`src/rtl/main_host_pkg.sv`:
```
// Shared types and constants for the bsort100 host sequencer.
package main_host_pkg;

  typedef enum logic [2:0] {
    ST_IDLE,
    ST_LOAD,
    ST_START,
    ST_RUN,
    ST_READ,
    ST_FIN
  } state_t;

  localparam int WORD_W = 32;
  localparam int SIZE32 = 32;
  localparam int CH0    = 0;
  localparam int CH1    = 1;

endpackage

```
`src/rtl/slave_port_ch.sv`:
```
// One slave RAM channel with a single outstanding access; enables rise the cycle after req.
// Enables and fields hold until data_rdy, then drop the following cycle; req is ignored while pend.
module slave_port_ch
  import main_host_pkg::*;
#(
  parameter int ADDR_W = 10,
  parameter int DATA_W = 64,
  parameter int SIZE_W = 7
) (
  input  logic              clock,
  input  logic              reset,
  input  logic              req,
  input  logic              req_we,
  input  logic [ADDR_W-1:0] req_addr,
  input  logic [DATA_W-1:0] req_wdata,
  output logic              pend,
  output logic              ack,
  output logic [DATA_W-1:0] rdata,
  output logic              oe,
  output logic              we,
  output logic [ADDR_W-1:0] addr,
  output logic [DATA_W-1:0] wdata,
  output logic [SIZE_W-1:0] size,
  input  logic              data_rdy,
  input  logic [DATA_W-1:0] rdata_in
);

  logic we_r;

  always_ff @(posedge clock or negedge reset) begin
    if (!reset) begin
      pend  <= 1'b0;
      we_r  <= 1'b0;
      addr  <= '0;
      wdata <= '0;
      size  <= '0;
    end else if (!pend && req) begin
      pend  <= 1'b1;
      we_r  <= req_we;
      addr  <= req_addr;
      wdata <= req_wdata;
      size  <= SIZE_W'(SIZE32);
    end else if (pend && data_rdy) begin
      pend <= 1'b0;
    end
  end

  // A ready strobe with nothing outstanding never reaches the sequencer.
  assign ack   = pend & data_rdy;
  assign oe    = pend & ~we_r;
  assign we    = pend & we_r;
  assign rdata = rdata_in;

endmodule

```
`src/rtl/main_host_sequencer.sv`:
```
// Loads the array into `main`, runs it timing start->done, reads results back and checks order.
// Each element waits out_ready before the next read issues, so backpressure stalls the memory.
module main_host_sequencer
  import main_host_pkg::*;
#(
  parameter int N_WORDS     = 100,
  parameter int BASE_ADDR   = 0,
  parameter int ADDR_W      = 10,
  parameter int DATA_W      = 64,
  parameter int SIZE_W      = 7,
  parameter int TIMEOUT_CYC = 200000000
) (
  input  logic                clock,
  input  logic                reset,
  input  logic                go,
  input  logic                in_valid,
  output logic                in_ready,
  input  logic [31:0]         in_data,
  output logic                out_valid,
  input  logic                out_ready,
  output logic [31:0]         out_data,
  output logic                out_last,
  output logic                busy,
  output logic                seq_done,
  output logic                timeout,
  output logic                sorted_ok,
  output logic [31:0]         cycles,
  output logic                start_port,
  input  logic                done_port,
  output logic [1:0]          S_oe_ram,
  output logic [1:0]          S_we_ram,
  output logic [2*ADDR_W-1:0] S_addr_ram,
  output logic [2*DATA_W-1:0] S_Wdata_ram,
  output logic [2*SIZE_W-1:0] S_data_ram_size,
  input  logic [2*DATA_W-1:0] Sout_Rdata_ram,
  input  logic [1:0]          Sout_DataRdy
);

  localparam logic [31:0] LAST_IDX    = 32'(N_WORDS - 1);
  localparam logic [31:0] TIMEOUT_LIM = 32'(TIMEOUT_CYC);

  state_t            state, state_nxt;
  logic [31:0]       idx, counter, prev, byte_addr, rd_word;
  logic              req, req_we, pend, ack;
  logic              ch0_oe, ch0_we;
  logic [ADDR_W-1:0] ch0_addr;
  logic [DATA_W-1:0] ch0_wdata, ch0_rdata;
  logic [SIZE_W-1:0] ch0_size;
  logic              unused_ok;

  assign byte_addr = 32'(BASE_ADDR) + {idx[29:0], 2'b00};
  assign rd_word   = ch0_rdata[WORD_W-1:0];
  assign unused_ok = ^{byte_addr[31:ADDR_W], idx[31:30], ch0_rdata[DATA_W-1:WORD_W],
                       Sout_Rdata_ram[2*DATA_W-1:DATA_W], Sout_DataRdy[CH1]};

  slave_port_ch #(.ADDR_W(ADDR_W), .DATA_W(DATA_W), .SIZE_W(SIZE_W)) u_ch0 (
    .clock     (clock),
    .reset     (reset),
    .req       (req),
    .req_we    (req_we),
    .req_addr  (byte_addr[ADDR_W-1:0]),
    .req_wdata (DATA_W'(in_data)),
    .pend      (pend),
    .ack       (ack),
    .rdata     (ch0_rdata),
    .oe        (ch0_oe),
    .we        (ch0_we),
    .addr      (ch0_addr),
    .wdata     (ch0_wdata),
    .size      (ch0_size),
    .data_rdy  (Sout_DataRdy[CH0]),
    .rdata_in  (Sout_Rdata_ram[DATA_W-1:0])
  );

  // Channel 1 is never driven.
  assign S_oe_ram        = {1'b0, ch0_oe};
  assign S_we_ram        = {1'b0, ch0_we};
  assign S_addr_ram      = {{ADDR_W{1'b0}}, ch0_addr};
  assign S_Wdata_ram     = {{DATA_W{1'b0}}, ch0_wdata};
  assign S_data_ram_size = {{SIZE_W{1'b0}}, ch0_size};

  always_ff @(posedge clock or negedge reset) begin
    if (!reset) state <= ST_IDLE;
    else        state <= state_nxt;
  end

  always_comb begin
    state_nxt  = state;
    in_ready   = 1'b0;
    start_port = 1'b0;
    seq_done   = 1'b0;
    req        = 1'b0;
    req_we     = 1'b0;
    busy       = (state != ST_IDLE);
    case (state)
      ST_IDLE:  if (go) state_nxt = ST_LOAD;
      ST_LOAD: begin
        in_ready = !pend;
        req      = in_valid && !pend;
        req_we   = 1'b1;
        if (ack && idx == LAST_IDX) state_nxt = ST_START;
      end
      ST_START: begin
        start_port = 1'b1;
        state_nxt  = ST_RUN;
      end
      ST_RUN: begin
        if (done_port)                 state_nxt = ST_READ;
        else if (counter >= TIMEOUT_LIM) state_nxt = ST_FIN;
      end
      ST_READ: begin
        req = !pend && !out_valid;
        if (out_valid && out_ready && idx == LAST_IDX) state_nxt = ST_FIN;
      end
      ST_FIN: begin
        seq_done  = 1'b1;
        state_nxt = ST_IDLE;
      end
      default: state_nxt = ST_IDLE;
    endcase
  end

  always_ff @(posedge clock or negedge reset) begin
    if (!reset) begin
      idx       <= '0;
      counter   <= '0;
      cycles    <= '0;
      timeout   <= 1'b0;
      sorted_ok <= 1'b0;
      out_valid <= 1'b0;
      out_data  <= '0;
      prev      <= '0;
    end else begin
      case (state)
        ST_IDLE: if (go) begin
          idx       <= '0;
          timeout   <= 1'b0;
          sorted_ok <= 1'b0;
        end
        ST_LOAD: if (ack) begin
          idx <= (idx == LAST_IDX) ? '0 : idx + 32'd1;
          // The start_port cycle itself counts as cycle 1 of the latency.
          if (idx == LAST_IDX) counter <= 32'd1;
        end
        ST_START: counter <= counter + 32'd1;
        ST_RUN: begin
          counter <= counter + 32'd1;
          if (done_port) begin
            cycles    <= counter;
            sorted_ok <= 1'b1;
            idx       <= '0;
          end else if (counter >= TIMEOUT_LIM) begin
            timeout <= 1'b1;
          end
        end
        ST_READ: begin
          if (ack) begin
            out_data  <= rd_word;
            out_valid <= 1'b1;
            prev      <= rd_word;
            if (idx != '0 && $signed(rd_word) < $signed(prev)) sorted_ok <= 1'b0;
          end
          if (out_valid && out_ready) begin
            out_valid <= 1'b0;
            idx       <= idx + 32'd1;
          end
        end
        default: ;
      endcase
    end
  end

  assign out_last = out_valid && (idx == LAST_IDX);

endmodule

```
`config.mk`:
```
export PLATFORM = sky130hd
export DESIGN_NAME = main_host_sequencer
export DESIGN_NICKNAME = d
export VERILOG_FILES = /design/src/rtl/main_host_pkg.sv /design/src/rtl/slave_port_ch.sv /design/src/rtl/main_host_sequencer.sv
export SDC_FILE = /design/constraint.sdc
export NUM_CORES = 1
export LEC_CHECK = 0
export ABC_AREA = 1
export CORE_AREA = 2 2 158 160
export CTS_CLUSTER_DIAMETER = 50
export DETAILED_ROUTE_END_ITERATION = 7
export DIE_AREA = 0 0 160 162
export PLACE_DENSITY_LB_ADDON = 0.05
export SLEW_MARGIN = 20
export SYNTH_ARGS = -nofsm -noshare
export SYNTH_HDL_FRONTEND = slang
export SYNTH_SLANG_ARGS = --single-unit
```
`constraint.sdc`:
```
create_clock -name clock -period 3.55 [get_ports clock]
set_input_delay 0.71 -clock clock [delete_from_list [all_inputs] [get_ports clock]]
set_output_delay 0.71 -clock clock [all_outputs]
set_load 0.01 [all_outputs]
```
Word-level counts from Yosys, hierarchy flattened
Index checks and enable logic that the tools add are counted.

storage, ports and cells
  word-level logic and storage cells = 100
  register bits = 177
  bits of input ports = 168

cells by class
  order comparisons = 2
  add/sub/neg operators = 2
  eq/ne operators = 18
  bitwise logic cells = 4
  multiplexer cells = 32
  reduce and logical (&&, ||, !) cells = 29

operators by type and width
  cell                     number
  $mux W32                 7
  $pmux W32 S4             1
  $add A32 B1 Y32 const B  2
  $pmux W32 S2             1
  $eq A32 B7 Y1 const B    1
  $ge A32 B28 Y1 const B   1
  $lt A32 B32 Y1           1
  $reduce_bool A32 Y1      1
  $ne A2 B2 Y1 const B     11
  $mux W3                  5
  $pmux W3 S5              1
  $mux W1                  14
  $reduce_and A5 Y1        2
  $logic_and A1 B1 Y1      9
  $reduce_and A4 Y1        2
  $reduce_bool A2 Y1       4
  $eq A3 B2 Y1 const B     2
  $eq A3 B3 Y1 const B     2
  $reduce_and A2 Y1        3
  $reduce_bool A3 Y1       2
  $pmux W1 S2              2
  $reduce_bool A4 Y1       1
  $and A1 B1 Y1            3
  $eq A3 B1 Y1 const B     1
  other kinds (7)          8

Logic depth before layout (Yosys ltp)
  word-level depth = 5
  gate-level depth with buffers = 16

Hierarchy
A second synthesis with hierarchy kept.

unflattened totals
  cell total of the unflattened synthesis = 1,433
  area total of the unflattened synthesis = 11,663.7 µm²

modules (own cells, without submodules)
  module               cells each  sequential area each (µm²)  area each (µm²)  instances
  main_host_sequencer  1,026       3,353.2                     8,092.8          1
  slave_port_ch        407         1,926.8                     3,570.9          1

Least setup slack after synthesis
OpenSTA, ideal clock, no wires.

  path kind = input to register
  start point = input port out_ready
  end point = register idx[27]
  data arrival time = 1.883 ns
  stages = 9
  buffers on the path = 0
  data required time = 3.477 ns
  slack = 1.594 ns
  cell sequence = nand2_1 -> o21ai_0 -> o21ai_4 -> nor2_8 -> nand3_2 -> nor2_4 -> nand3_1 -> a21oi_1 -> nor2b_1

between the ends
  word-level cells in the longest chain between the ends = 3

RTL lines
  element                      RTL line                    RTL
  from (decl)                  main_host_sequencer.sv:20   input logic out_ready,
  $logic_and A1 B1 Y1          main_host_sequencer.sv:163  if (out_valid && out_ready) begin
  $ne A2 B2 Y1 (no line)       -
  $reduce_and A5 Y1 (no line)  -
  to (signal assigned)         main_host_sequencer.sv:141  idx <= (idx == LAST_IDX) ? '0 : idx + 32'd1;
  to (signal assigned)         main_host_sequencer.sv:165  idx <= idx + 32'd1;
  to (decl)                    main_host_sequencer.sv:43   logic [31:0] idx, counter, prev, byte_addr, rd_word;

No other way between the ends.
A chain may end at the register's enable or synchronous reset.

Worst setup path in the final report
  start point = register idx[25]
  end point = output port out_last

between the ends
  word-level cells in the longest chain between the ends = 2

RTL lines
  element              RTL line                    RTL
  $eq A32 B7 Y1        main_host_sequencer.sv:173  assign out_last = out_valid && (idx == LAST_IDX);
  $logic_and A1 B1 Y1  main_host_sequencer.sv:173
  to (decl)            main_host_sequencer.sv:22   output logic out_last,

No other way between the ends.

==> summary by stage <==
CTS
Buffers inserted to repair hold after CTS numbered 0. The maximum level of the CTS H-tree is 4. Counting the buffers created by CTS gives 17. The number of setup buffers added after CTS is 0.

After clock tree synthesis, the repair step resized 0 gates. The root cell of the clock tree is sky130_fd_sc_hd__clkbuf_16. The number of buffers between clock root and the deepest sink is 2. The clock transition at the register clock pins on the worst setup and hold paths after CTS is 70 ps. Clock latency on the worst-skew pair, taken at its later pin, is approximately 440 ps. The TritonCTS clock tree is done. The clock sink count is 177.

Cells and area
The post-route netlist has 5.39% of its cells at a drive strength greater than 1. Summing all flip-flop and latch instances after layout gives around 0.0044 mm^2. In the layout the commonest cells are sky130_fd_sc_hd__nand2_1, sky130_fd_sc_hd__clkdlybuf4s50_1, sky130_fd_sc_hd__dfrtp_1, sky130_fd_sc_hd__inv_1, sky130_fd_sc_hd__conb_1. The finished cells cover roughly 0.012 mm^2. The total area of multi-input combinational cells is 0.00459 mm^2. Leaving out fill and tap cells, the most frequent cell in the layout is sky130_fd_sc_hd__nand2_1.

The number of inserted diodes is 0. Compared with the post-synthesis result, the final layout area differs by 22.6%. The core utilization of the finished layout is 51.6%.

After filler insertion, the fill cell instance count of the layout stands at 2410. The layout net count is about 1700.

Placed design
The wire-length estimate of the detail-placed layout is 18.4 mm. Routability-driven placement finished with a final weighted congestion of 0.852. The cell area after placement is ~0.012 mm^2. In this run the tool buffered the top-level ports with roughly 190 buffer cells.

Die
In this run the count of I/O pins placed on the die edge is 406. The initial cell density of the core is 42.1%. The row count is 57. The core region area is 0.0241 mm^2. Measured along the x axis, the die boundary spans 160 um. The die is 162 um tall. The die covers 0.0259 mm^2.

Yosys
The number of different library cells used by synthesis comes to 38. The synthesized design spends more area on one cell type than any other, namely sky130_fd_sc_hd__dfrtp_1. The register bit total from synthesis is 177. The mean area per synthesized cell is 7.97 um^2.

In this run the cell area of the synthesized design comes to ~0.010 mm^2. The number of warning messages in the yosys log is 0. Among all flip-flop cells after synthesis, the most frequent one is sky130_fd_sc_hd__dfrtp_1.

Sequential cells were found to cover 43.7% of the synthesized design area. By area the synthesized netlist is led by sky130_fd_sc_hd__dfrtp_1, sky130_fd_sc_hd__nand2_1, sky130_fd_sc_hd__buf_4. Synthesis produced a netlist whose cell count is 1273. For this run, asynchronously set or reset flops after synthesis account for between 90% and 100%. Yosys mapped a number of flops with a built-in enable equal to 0. The area share of the leading cell type in the synthesized netlist is 43.7%.

Timing
The fraction of the cycle the final worst path needs is about nine tenths. The final number of hold-violating endpoints is 0. Setup repair after global routing left no endpoint under its margin. At the pin with the least slew margin, the transition time is 794 ps. The worst pin sits at a relative slew slack of 47.0%. The count of final max-slew check failures was 0.

On the final layout, the worst clock skew is about 20 ps. The maximum frequency from static timing analysis is between 0.3 and 0.4 GHz. The summed negative setup slack over all endpoints is 0 ps. The post-route minimum period is roughly 3200 ps. Setup violations remaining at the end of the flow were counted as 0.

Setup path
Data on the critical path arrives at its endpoint at 2520 ps. For the worst setup path, the data required time is 2840 ps. The worst setup path is launched from a flop. The highest fanout seen on the critical path is 5. The setup slack on the worst flop-to-flop path is 1190 ps. The critical path endpoint category is an output port. The worst setup path is of the flop to output port kind.

Route
The number of detailed-route iterations in the first pass is 6. The DRC violation total after the first TritonRoute iteration is 477. After detailed routing, the number of remaining DRC violations is 0.

Dividing the detail-routed via count by the number of cells gives 4.64. In the final routed layout, each cell accounts on average for 14.0 um. Once detail routing completed, the nets flagged for antenna violations numbered 0.

The overall routed net length is 25.0 mm. The detailed router placed between 8000 and 9000 vias in this run.

GRT
The layer flagged by global routing as most heavily used is met2. The first global-routing pass estimated 40.7 mm of wire. The final global-route overflow total is 0.

The maximum number of pins on one net before global-route repair is 91. Global routing used 26.1% of the available met1 tracks. The number of antenna violations at the first check in global routing is 0.

The global-route met2 utilization is between 30% and 40%. In the global route stage, met3 resource usage came out at 5.41%. The overall fraction of global-route tracks in use is 19.5%.

The number of global-route vias before repair was 7953.

Job
Max-cap violations in this run came to 0.

Power and ir drop
Power comes to a little over 5 mW. The leakage power is 6.61 nW. Across the VDD grid, the largest voltage drop is 0.377 mV. In this run the power density over the cells is ~410 mW/mm^2.

Run status
The run finished with clean final reports.

Min path
In this run the worst hold path is classified as primary input to asynchronous set/reset pin.
-- through the flow --
| step | hold slack [ps] | std cells | setup slack [ps] |
|---|---|---|---|
| 3_5_place_dp | 454 | 1758 | 603 |
| 4_1_cts | 380 | 1789 | 258 |
| 2_1_floorplan | 414 | 1395 | 1590 |
| 5_1_grt | 406 | 1789 | 122 |
| 6_report | 334 | 1789 | 322 |
| 3_3_place_gp | 453 | 1758 | 597 |
-- path summary, 6_finish.rpt --
| kind | end | cells past startpoint | from |
|---|---|---|---|
| min in group clock | u_ch0.wdata[12] | 2 | u_ch0.wdata[12] |
| worst max-delay path | out_last | 8 | idx[25] |
| worst max register to register | idx[27] | 11 | idx[25] |
| max in group asynchronous | prev[17] | 2 | reset |
| worst min-delay path | idx[17] | 1 | reset |
| worst min register to register | u_ch0.wdata[12] | 2 | u_ch0.wdata[12] |
-- power by group --
part           switching [mW]  internal, mW
sequential              0.148          2.20
combinational           0.477         0.408
clock                   0.932         0.957
total                    1.56          3.56
-- kinds of logic after synthesis --
kind of cell / count (synthesis) / synth area share (%)
mux: 8 / 0.888
other cells: 1 / 0.0370
flops: 177 / 43.7
compound gates: 169 / 8.87
buf+inv: 287 / 15.7
xor+xnor: 36 / 3.11
fa+ha+maj: 35 / 4.32
simple gates: 560 / 23.5
-- layout make-up --
| type | instances | share of cell area (%) |
|---|---|---|
| Multi-Input combinational cell | 931 | 36.9 |
| Sequential cell | 177 | 35.6 |
| Timing Repair Buffer | 196 | 15.7 |
| Inverter | 130 | 3.92 |
| Clock buffer | 18 | 3.53 |
| Tap cell | 324 | 3.26 |
| Clock inverter | 13 | 1.13 |
-- critical path, cell delays in order, from the launching register on --
cell                              delay [ps]
sky130_fd_sc_hd__dfrtp_1                 450
sky130_fd_sc_hd__inv_1                   100
sky130_fd_sc_hd__nand4_1                 100
sky130_fd_sc_hd__nor2_1                  140
sky130_fd_sc_hd__nand2_1                  70
sky130_fd_sc_hd__nor3_1                  290
sky130_fd_sc_hd__nand2_1                 190
sky130_fd_sc_hd__nor2_1                  190
sky130_fd_sc_hd__clkdlybuf4s50_1         560
-- sequential cells by signal, summed over array words and instances (netlist names) --
signal	count
counter	32
cycles	32
idx	32
prev	32
u_ch0.wdata	32
u_ch0.addr	8
state	3
out_valid	1
sorted_ok	1
timeout	1
u_ch0.pend	1
u_ch0.size	1
u_ch0.we_r	1
-- layer usage --
layer	share of wire [%]	wire length (um)
met5	0	0
met4	1.2	307
met3	6.4	1590
met2	47	11600
met1	46	11500
-- Yosys cell counts, drive strengths merged (8+ instances only) --
master	n
buf	139
mux2	8
nor3	46
o21ai	91
nand3	31
dfrtp	177
nand2	332
xor2	33
inv	130
nor4	14
nand4	23
ha	35
clkbuf	18
nor2	109
a21oi	70
Note: power is estimated with default switching activity, not from simulation.
